## src/rtl/snake_game_ctrl_if.sv

```systemverilog
// Signal bundle between the snake game datapath and its controller.
// The datapath side uses the master modport, the controller uses slave.
interface snake_game_ctrl_if;
    logic        enable;
    logic        up_btn;
    logic        down_btn;
    logic        left_btn;
    logic        right_btn;
    logic        frame_start;
    logic        collision;
    logic        food_eaten;
    logic [15:0] rnd_i;
    logic [1:0]  dir;
    logic        move_tick;
    logic        grow;
    logic        food_load;
    logic [5:0]  food_x;
    logic [4:0]  food_y;
    logic [1:0]  state;
    logic [7:0]  score;

    modport master (
        output enable, up_btn, down_btn, left_btn, right_btn,
        output frame_start, collision, food_eaten, rnd_i,
        input  dir, move_tick, grow, food_load, food_x, food_y, state, score
    );

    modport slave (
        input  enable, up_btn, down_btn, left_btn, right_btn,
        input  frame_start, collision, food_eaten, rnd_i,
        output dir, move_tick, grow, food_load, food_x, food_y, state, score
    );
endinterface

```

## src/rtl/snake_game_ctrl.sv

```systemverilog
// Snake game controller: button edge handling, move pacing, growth/food
// sequencing and score keeping. All outputs come straight from registers.
module snake_game_ctrl #(
    parameter int FRAMES_PER_MOVE = 8,
    parameter int MIN_FRAMES      = 2,
    parameter int FOOD_COLS       = 40,
    parameter int FOOD_ROWS       = 30
) (
    input logic              clk,
    input logic              rst,
    snake_game_ctrl_if.slave bus
);

    localparam int CNT_W = $clog2(FRAMES_PER_MOVE + 1);
    localparam logic [CNT_W-1:0] PERIOD_INIT = CNT_W'(FRAMES_PER_MOVE);
    localparam logic [CNT_W-1:0] PERIOD_MIN  = CNT_W'(MIN_FRAMES);

    localparam logic [1:0] DIR_UP    = 2'b00;
    localparam logic [1:0] DIR_DOWN  = 2'b01;
    localparam logic [1:0] DIR_LEFT  = 2'b10;
    localparam logic [1:0] DIR_RIGHT = 2'b11;

    typedef enum logic [1:0] {
        ST_IDLE = 2'b00,
        ST_RUN  = 2'b01,
        ST_GROW = 2'b10,
        ST_OVER = 2'b11
    } state_t;

    // Encoding pairs up/down and left/right, so flipping bit 0 reverses.
    function automatic logic [1:0] opposite_dir(input logic [1:0] d);
        return d ^ 2'b01;
    endfunction

    function automatic logic [5:0] wrap_col(input logic [5:0] raw);
        if (raw >= 6'(FOOD_COLS)) return raw - 6'(FOOD_COLS);
        else                      return raw;
    endfunction

    function automatic logic [4:0] wrap_row(input logic [4:0] raw);
        if (raw >= 5'(FOOD_ROWS)) return raw - 5'(FOOD_ROWS);
        else                      return raw;
    endfunction

    state_t           state_r;
    logic [1:0]       dir_r;
    logic [1:0]       pend_r;
    logic             move_tick_r;
    logic             grow_r;
    logic             food_load_r;
    logic [5:0]       food_x_r;
    logic [4:0]       food_y_r;
    logic [7:0]       score_r;
    logic [CNT_W-1:0] frame_cnt_r;
    logic [CNT_W-1:0] period_r;
    logic [3:0]       btn_prev_r;

    logic [3:0]       btn_s;
    logic [3:0]       edge_s;
    logic             any_edge_s;
    logic [1:0]       win_dir_s;
    logic             accept_s;
    logic [1:0]       pend_next_s;
    logic             tick_due_s;
    logic [CNT_W-1:0] cnt_next_s;

    // Edge detection, direction arbitration and frame pacing decisions.
    always_comb begin
        btn_s      = {bus.up_btn, bus.down_btn, bus.left_btn, bus.right_btn};
        edge_s     = btn_s & ~btn_prev_r;
        any_edge_s = |edge_s;
        if (edge_s[3])      win_dir_s = DIR_UP;
        else if (edge_s[2]) win_dir_s = DIR_DOWN;
        else if (edge_s[1]) win_dir_s = DIR_LEFT;
        else                win_dir_s = DIR_RIGHT;
        accept_s    = any_edge_s && (win_dir_s != opposite_dir(dir_r));
        pend_next_s = accept_s ? win_dir_s : pend_r;
        // ">=" covers a period that shrank below the running count.
        tick_due_s  = bus.frame_start && (frame_cnt_r >= (period_r - CNT_W'(1)));
        if (!bus.frame_start) cnt_next_s = frame_cnt_r;
        else if (tick_due_s)  cnt_next_s = {CNT_W{1'b0}};
        else                  cnt_next_s = frame_cnt_r + CNT_W'(1);
    end

    // Game state machine with all registered outputs.
    always_ff @(posedge clk) begin
        if (rst) begin
            state_r     <= ST_IDLE;
            dir_r       <= DIR_RIGHT;
            pend_r      <= DIR_RIGHT;
            move_tick_r <= 1'b0;
            grow_r      <= 1'b0;
            food_load_r <= 1'b0;
            food_x_r    <= 6'd0;
            food_y_r    <= 5'd0;
            score_r     <= 8'd0;
            frame_cnt_r <= {CNT_W{1'b0}};
            period_r    <= PERIOD_INIT;
            btn_prev_r  <= 4'b0000;
        end else if (!bus.enable) begin
            move_tick_r <= 1'b0;
            grow_r      <= 1'b0;
            food_load_r <= 1'b0;
        end else begin
            btn_prev_r  <= btn_s;
            move_tick_r <= 1'b0;
            grow_r      <= 1'b0;
            food_load_r <= 1'b0;
            case (state_r)
                ST_IDLE: begin
                    if (any_edge_s) begin
                        dir_r       <= win_dir_s;
                        pend_r      <= win_dir_s;
                        score_r     <= 8'd0;
                        frame_cnt_r <= {CNT_W{1'b0}};
                        period_r    <= PERIOD_INIT;
                        state_r     <= ST_RUN;
                    end
                end
                ST_RUN: begin
                    if (bus.collision) begin
                        state_r <= ST_OVER;
                    end else begin
                        pend_r      <= pend_next_s;
                        frame_cnt_r <= cnt_next_s;
                        if (tick_due_s) begin
                            move_tick_r <= 1'b1;
                            dir_r       <= pend_next_s;
                        end
                        if (bus.food_eaten) begin
                            state_r     <= ST_GROW;
                            grow_r      <= 1'b1;
                            food_load_r <= 1'b1;
                            food_x_r    <= wrap_col(bus.rnd_i[5:0]);
                            food_y_r    <= wrap_row(bus.rnd_i[12:8]);
                            score_r     <= (score_r == 8'hFF) ? 8'hFF : score_r + 8'd1;
                            period_r    <= (period_r > PERIOD_MIN) ? period_r - CNT_W'(1) : PERIOD_MIN;
                        end
                    end
                end
                ST_GROW: begin
                    // Button edges are dropped here; frames keep counting.
                    state_r     <= ST_RUN;
                    frame_cnt_r <= cnt_next_s;
                    if (tick_due_s) begin
                        move_tick_r <= 1'b1;
                        dir_r       <= pend_r;
                    end
                end
                ST_OVER: begin
                    if (any_edge_s) state_r <= ST_IDLE;
                end
                default: state_r <= ST_IDLE;
            endcase
        end
    end

    assign bus.dir       = dir_r;
    assign bus.move_tick = move_tick_r;
    assign bus.grow      = grow_r;
    assign bus.food_load = food_load_r;
    assign bus.food_x    = food_x_r;
    assign bus.food_y    = food_y_r;
    assign bus.state     = state_r;
    assign bus.score     = score_r;

endmodule

```

## src/flat_wrapper.sv

```systemverilog
// flat-port wrapper written by rule: the top's interface ports become plain ports
module snake_game_ctrl_flat 
#(
    parameter int FRAMES_PER_MOVE = 8,
    parameter int MIN_FRAMES      = 2,
    parameter int FOOD_COLS       = 40,
    parameter int FOOD_ROWS       = 30
)
  (clk, rst, bus_enable, bus_up_btn, bus_down_btn, bus_left_btn, bus_right_btn, bus_frame_start, bus_collision, bus_food_eaten, bus_rnd_i, bus_dir, bus_move_tick, bus_grow, bus_food_load, bus_food_x, bus_food_y, bus_state, bus_score);
  snake_game_ctrl_if bus_i ();
  input logic clk;
  input logic rst;
  input wire logic [$bits(bus_i.enable)-1:0] bus_enable;
  input wire logic [$bits(bus_i.up_btn)-1:0] bus_up_btn;
  input wire logic [$bits(bus_i.down_btn)-1:0] bus_down_btn;
  input wire logic [$bits(bus_i.left_btn)-1:0] bus_left_btn;
  input wire logic [$bits(bus_i.right_btn)-1:0] bus_right_btn;
  input wire logic [$bits(bus_i.frame_start)-1:0] bus_frame_start;
  input wire logic [$bits(bus_i.collision)-1:0] bus_collision;
  input wire logic [$bits(bus_i.food_eaten)-1:0] bus_food_eaten;
  input wire logic [$bits(bus_i.rnd_i)-1:0] bus_rnd_i;
  output wire logic [$bits(bus_i.dir)-1:0] bus_dir;
  output wire logic [$bits(bus_i.move_tick)-1:0] bus_move_tick;
  output wire logic [$bits(bus_i.grow)-1:0] bus_grow;
  output wire logic [$bits(bus_i.food_load)-1:0] bus_food_load;
  output wire logic [$bits(bus_i.food_x)-1:0] bus_food_x;
  output wire logic [$bits(bus_i.food_y)-1:0] bus_food_y;
  output wire logic [$bits(bus_i.state)-1:0] bus_state;
  output wire logic [$bits(bus_i.score)-1:0] bus_score;
  assign bus_i.enable = bus_enable;
  assign bus_i.up_btn = bus_up_btn;
  assign bus_i.down_btn = bus_down_btn;
  assign bus_i.left_btn = bus_left_btn;
  assign bus_i.right_btn = bus_right_btn;
  assign bus_i.frame_start = bus_frame_start;
  assign bus_i.collision = bus_collision;
  assign bus_i.food_eaten = bus_food_eaten;
  assign bus_i.rnd_i = bus_rnd_i;
  assign bus_dir = bus_i.dir;
  assign bus_move_tick = bus_i.move_tick;
  assign bus_grow = bus_i.grow;
  assign bus_food_load = bus_i.food_load;
  assign bus_food_x = bus_i.food_x;
  assign bus_food_y = bus_i.food_y;
  assign bus_state = bus_i.state;
  assign bus_score = bus_i.score;
  snake_game_ctrl #(.FRAMES_PER_MOVE(FRAMES_PER_MOVE), .MIN_FRAMES(MIN_FRAMES), .FOOD_COLS(FOOD_COLS), .FOOD_ROWS(FOOD_ROWS)) u_core (.clk(clk), .rst(rst), .bus(bus_i));
endmodule
```

## config.mk

```make
export PLATFORM = sky130hd
export DESIGN_NAME = snake_game_ctrl_flat
export DESIGN_NICKNAME = d
export VERILOG_FILES = /design/src/rtl/snake_game_ctrl_if.sv /design/src/rtl/snake_game_ctrl.sv /design/src/flat_wrapper.sv
export SDC_FILE = /design/constraint.sdc
export NUM_CORES = 1
export LEC_CHECK = 0
export CORE_MARGIN = 4
export CORE_UTILIZATION = 36
export DETAILED_ROUTE_END_ITERATION = 6
export SLEW_MARGIN = 0
export SYNTH_ARGS = -nofsm -noshare
export SYNTH_HDL_FRONTEND = slang
export SYNTH_SLANG_ARGS = --single-unit
```

## constraint.sdc

```tcl
create_clock -name clk -period 4.2 [get_ports clk]
set_input_delay 1.05 -clock clk [delete_from_list [all_inputs] [get_ports clk]]
set_output_delay 1.05 -clock clk [all_outputs]
set_load 0.1 [all_outputs]
```

; ---- Word-level counts from Yosys, hierarchy flattened
; Index checks and enable logic that the tools add are counted.
[classes]
addsub = 5
n_lt_le_gt_ge = 4
n_eq_ne = 12
n_mux = 37
n_bitwise = 6
reduce_logical = 14
[ops]
columns = cell, count
row1 = two-way mux 4 bit, 8
row2 = two-way mux 8 bit, 4
row3 = two-way mux 2 bit, 12
row4 = one-hot mux 8 bit (2 select lines), 1
row5 = AND reduction 4 bit, 4
row6 = one-hot mux 4 bit (3 select lines), 1
row7 = adder 8 x 1 -> 8 bit (second input constant), 1
row8 = equality test 8 bit (second input constant), 1
row9 = inequality test 2 x 1 -> 1 bit (second input constant), 4
row10 = one-hot mux 2 bit (4 select lines), 1
row11 = one-hot mux 4 bit (2 select lines), 1
row12 = OR reduction 4 bit, 2
row13 = greater-or-equal comparator 6 bit (second input constant), 1
row14 = two-way mux 6 bit, 1
row15 = one-hot mux 2 bit (3 select lines), 1
row16 = AND reduction 6 bit, 1
row17 = subtractor 6 bit (second input constant), 1
row18 = greater-or-equal comparator 5 bit (second input constant), 1
row19 = two-way mux 5 bit, 1
row20 = AND reduction 5 bit, 1
row21 = subtractor 5 bit (second input constant), 1
row22 = adder 4 x 1 -> 4 bit (second input constant), 1
row23 = bitwise AND 4 bit, 1
row24 = equality test 2 bit (second input constant), 2
row25 = other kinds (17), 25
[totals]
reg_bits = 39
in_bits = 26
output_inout_bits = 26
elab_cells = 89

; ---- Depth between registers and ports, before layout
[logic_depth]
ltp_word = 11
depth_mapped = 10
ltp_nobuf = 10

; ---- Worst setup path after synthesis
; Ideal clock, no wire load.
[synth_path]
path_kind = register to register
start = register u_core.state_r[1], in the netlist u_core.bus.state[1]
end = register u_core.score_r[6], in the netlist u_core.bus.score[6]
setup_ns = 0.080
t_arrival_ns = 2.482
required_time_ns = 4.120
slack_ns = 1.637
stages_incl_launch_ff = 10
path_buffers = 1
synth_period_minus_slack_ns = 2.563
path_cell_list = dfxtp_1 -> inv_1 -> ha_1 -> buf_2 -> a21boi_2 -> o21ai_1 -> a21oi_2 -> o21a_2 -> a31oi_1 -> a211oi_2
[synth_via]
elab_chain_len = 3
elab_cells_between_ends = 8
cone_classes = 4 x eq/ne / 1 x mux / 3 x reduce/logical
[synth_lines]
columns = item, line
row1 = "start, declared", snake_game_ctrl.sv:45  ; state_t state_r;
row2 = "start signal, assigned", snake_game_ctrl.sv:88  ; state_r <= ST_IDLE;
row3 = "start signal, assigned", snake_game_ctrl.sv:117  ; state_r <= ST_RUN;
row4 = "start signal, assigned", snake_game_ctrl.sv:122  ; state_r <= ST_OVER;
row5 = equality test 2 x 1 -> 1 bit / logical NOT 2 bit (equally long branches), -
row6 = inequality test 2 bit (no line) (tied with other cells), -
row7 = AND reduction 5 bit (no line), -
row8 = "end signal, assigned", snake_game_ctrl.sv:136  ; score_r <= (score_r == 8'hFF) ? 8'hFF : score_r + 8'd1;
row9 = "end, declared", snake_game_ctrl.sv:53  ; logic [7:0] score_r;
; Parallel ways exist; a longest one is shown, timed or not.
; A chain may end at the register's enable or synchronous reset.

; ---- Final worst setup path
[layout_path]
start = register u_core.score_r[2], in the netlist u_core.bus.score[2]
end = output bus_score[2]
[layout_lines]
columns = item, line
row1 = "end, declared", flat_wrapper.sv:29  ; output wire logic [$bits(bus_i.score)-1:0] bus_score;
; No word-level cell between the ends.

==> reports/metrics.cfg <==
[run_status]
status=finished, final reports clean

[synth]
synth_top_area_share_pct=34.8
synthDistinctLibCells=51
synth_ff_type=dfxtp_1
synth_edf_count=0
syn-num-nets=312
syn_inst=271
synth_seq_cells=39
yosys_warnings=0
avgSynthCellArea_sq_um=8.27
synth_top_area_cell=dfxtp_1
synth_area_leaders=dfxtp_1, ha_1, a21oi_1
synth-async-reset-ratio_pct=0
syn_area_sq_mm=0.00224
seq_area_frac_synth_pct=34.8

[clock_network]
clkLatencyLatePin_ps=290
clkTransAtPathRegs_ps=80
holdBufCountCts=0
htreeDepth=2
post_cts_resized=0
cts_setup_buffers=0
cts_buffer_depth=2
cts_num_sinks=39
cts_root_buf=clkbuf_8
cts_tree=built
numCtsBuffers=5

[floorplan]
start_util_pct=37.4
ioPinCount=52
die-area_sq_mm=0.00756
die_w_um=86.9
core_area_sq_mm=0.00599
die_y_um=86.9
rows=28

[critical_path]
worstSetupEndpointType=output pin
cpPeakStageDelay_ps=1180
criticalPathCategory=flop to output pin
crit_family=buffers and inverters
startpoint_type=flop
cp.required_ps=3150
crit_chain=clkdlybuf4s50_1
cp_slowest_cell=clkdlybuf4s50_1
critPathBufInv=1
cp_data_arrival_time_ps=1940
crit_path_max_fanout=7

[timing]
max_slew_margin_pct=32.6
hold_violations=0
skew_ps=8.38
slew_violations=0
layout_setup_ws_ps=1210
worstMarginPinSlew_ps=1010
setup_viol=0
min_period_ps=2990
finalSetupTns_ps=0
rsz0062_at_grt=no
clock.fmax_mhz=335
period_share_pct=71.1

[place]
portBuffers=46
gp_congestion=0.785
pre_cts_ws_ps=997
placed_area_sq_mm=0.00274
hpwl_um=3700

[grt]
antenna_found_initial=0
grt_pass1_wl_um=8320
grt_usage_pct=13.7
first_global_vias=1853
grt_overflow=0
grt_max_degree=23

[drt]
routed.top_layer=met4
met3_length_um=351
met2WireLength_um=2210
wire_per_inst_um=12.8
drt_iter0_markers=73
num_vias=1998
drt_wl_total_um=4970
drcViolationCount=0
ant_nets=0
drt-met1-wl_um=2390
dr.pass1.iters=4
vias_per_cell=5.14

[power_and_ir_drop]
p_leak_nw=1.07
vdd_ir_drop_max_mv=0.156
powerDensity_mw_per_mm2=332

[hold_path]
hold_class=flop to flop

[cells_and_area]
drive_above_1_share_pct=8.28
final_cell_area_sq_mm=0.00285
areaGrowthSynthToFinish_pct=27.1
final_common_cell=clkdlybuf4s50_1
most-common-layout-cells=clkdlybuf4s50_1, dfxtp_1, nand2_1
nets=354
postLayoutCoreUtil_pct=47.6
diodes=0

[run]
maxCapViolations=0

## area by class of cell
cell class                      instances  area (sq um)
Fill cell                             602          3140
Multi-Input combinational cell        208          1350
Sequential cell                        39           781
Timing Repair Buffer                   47           468
Tap cell                               75          93.8
Clock buffer                            5          68.8
Inverter                               12          45.0
Clock inverter                          3          43.8
## state kept, by name (all words and copies together) (netlist names)
signal                count
u_core.bus.food_x         6
u_core.bus.dir            2
u_core.period_r           4
u_core.bus.move_tick      1
u_core.frame_cnt_r        4
u_core.pend_r             2
u_core.btn_prev_r         4
u_core.bus.food_load      1
u_core.bus.state          2
u_core.bus.food_y         5
u_core.bus.score          8
## worst register-to-register path: stages (launching register included)
cell and delay [ps]:
dfxtp_1 430, ha_1 650, nor2b_1 350, nand3_1 410
a21o_1 350, nor2_1 170, o21ai_0 110, a21oi_1 120
## metal layers
metal	vias to the layer above	track usage [%]
met2	43	20.7
met5	-	0
met4	0	3.97
met3	4	5.58
li1	1038	-
met1	913	17.8
## path summary, 6_finish.rpt
| path | startpoint | end | slack (ps) | depth (start not counted) |
|---|---|---|---|---|
| worst max-delay path | u_core.bus.score[2]$_SDFFE_PP0P_ | bus_score[2] | 1210 | 1 |
| worst min-delay path | u_core.bus.food_y[3]$_SDFFE_PP0P_ | u_core.bus.food_y[3]$_SDFFE_PP0P_ | 460 | 2 |
| worst max register to register | u_core.bus.state[0]$_SDFFE_PP0P_ | u_core.period_r[2]$_SDFFE_PP0P_ | 1530 | 7 |
| worst min register to register | u_core.bus.food_y[3]$_SDFFE_PP0P_ | u_core.bus.food_y[3]$_SDFFE_PP0P_ | 460 | 2 |
## Yosys cell counts (6+ instances only)
cell type  instances
nand2b_1           9
nand3_1           13
inv_1             12
mux2i_1           11
nor2_1            27
nand2_1           33
a21oi_1           29
nor2b_1            6
o21ai_0            6
dfxtp_1           39
clkbuf_1           7
ha_1              15
## cell families after synthesis
family / share of synthesized area [%]
buf+inv: 4.97
compound gates: 20.9
mux: 5.41
xor+xnor: 1.95
flops: 34.8
fa+ha+maj: 8.37
simple gates: 23.6
## power breakdown
group	switching (mW)	leakage, nW	internal (mW)
combinational	0.144	0.691	0.0857
clock	0.139	0.0581	0.177
sequential	0.0161	0.317	0.385
## stage by stage
stage                     hold WS (ps)  power (mW)  instances
after CTS                          459       0.960        389
after floorplan                    461       0.581        271
after detailed placement           446       0.641        381
after global placement             439       0.639        381
final                              455       0.947        389
after global routing               476       0.999        389
(Power assumes the default switching activity.)
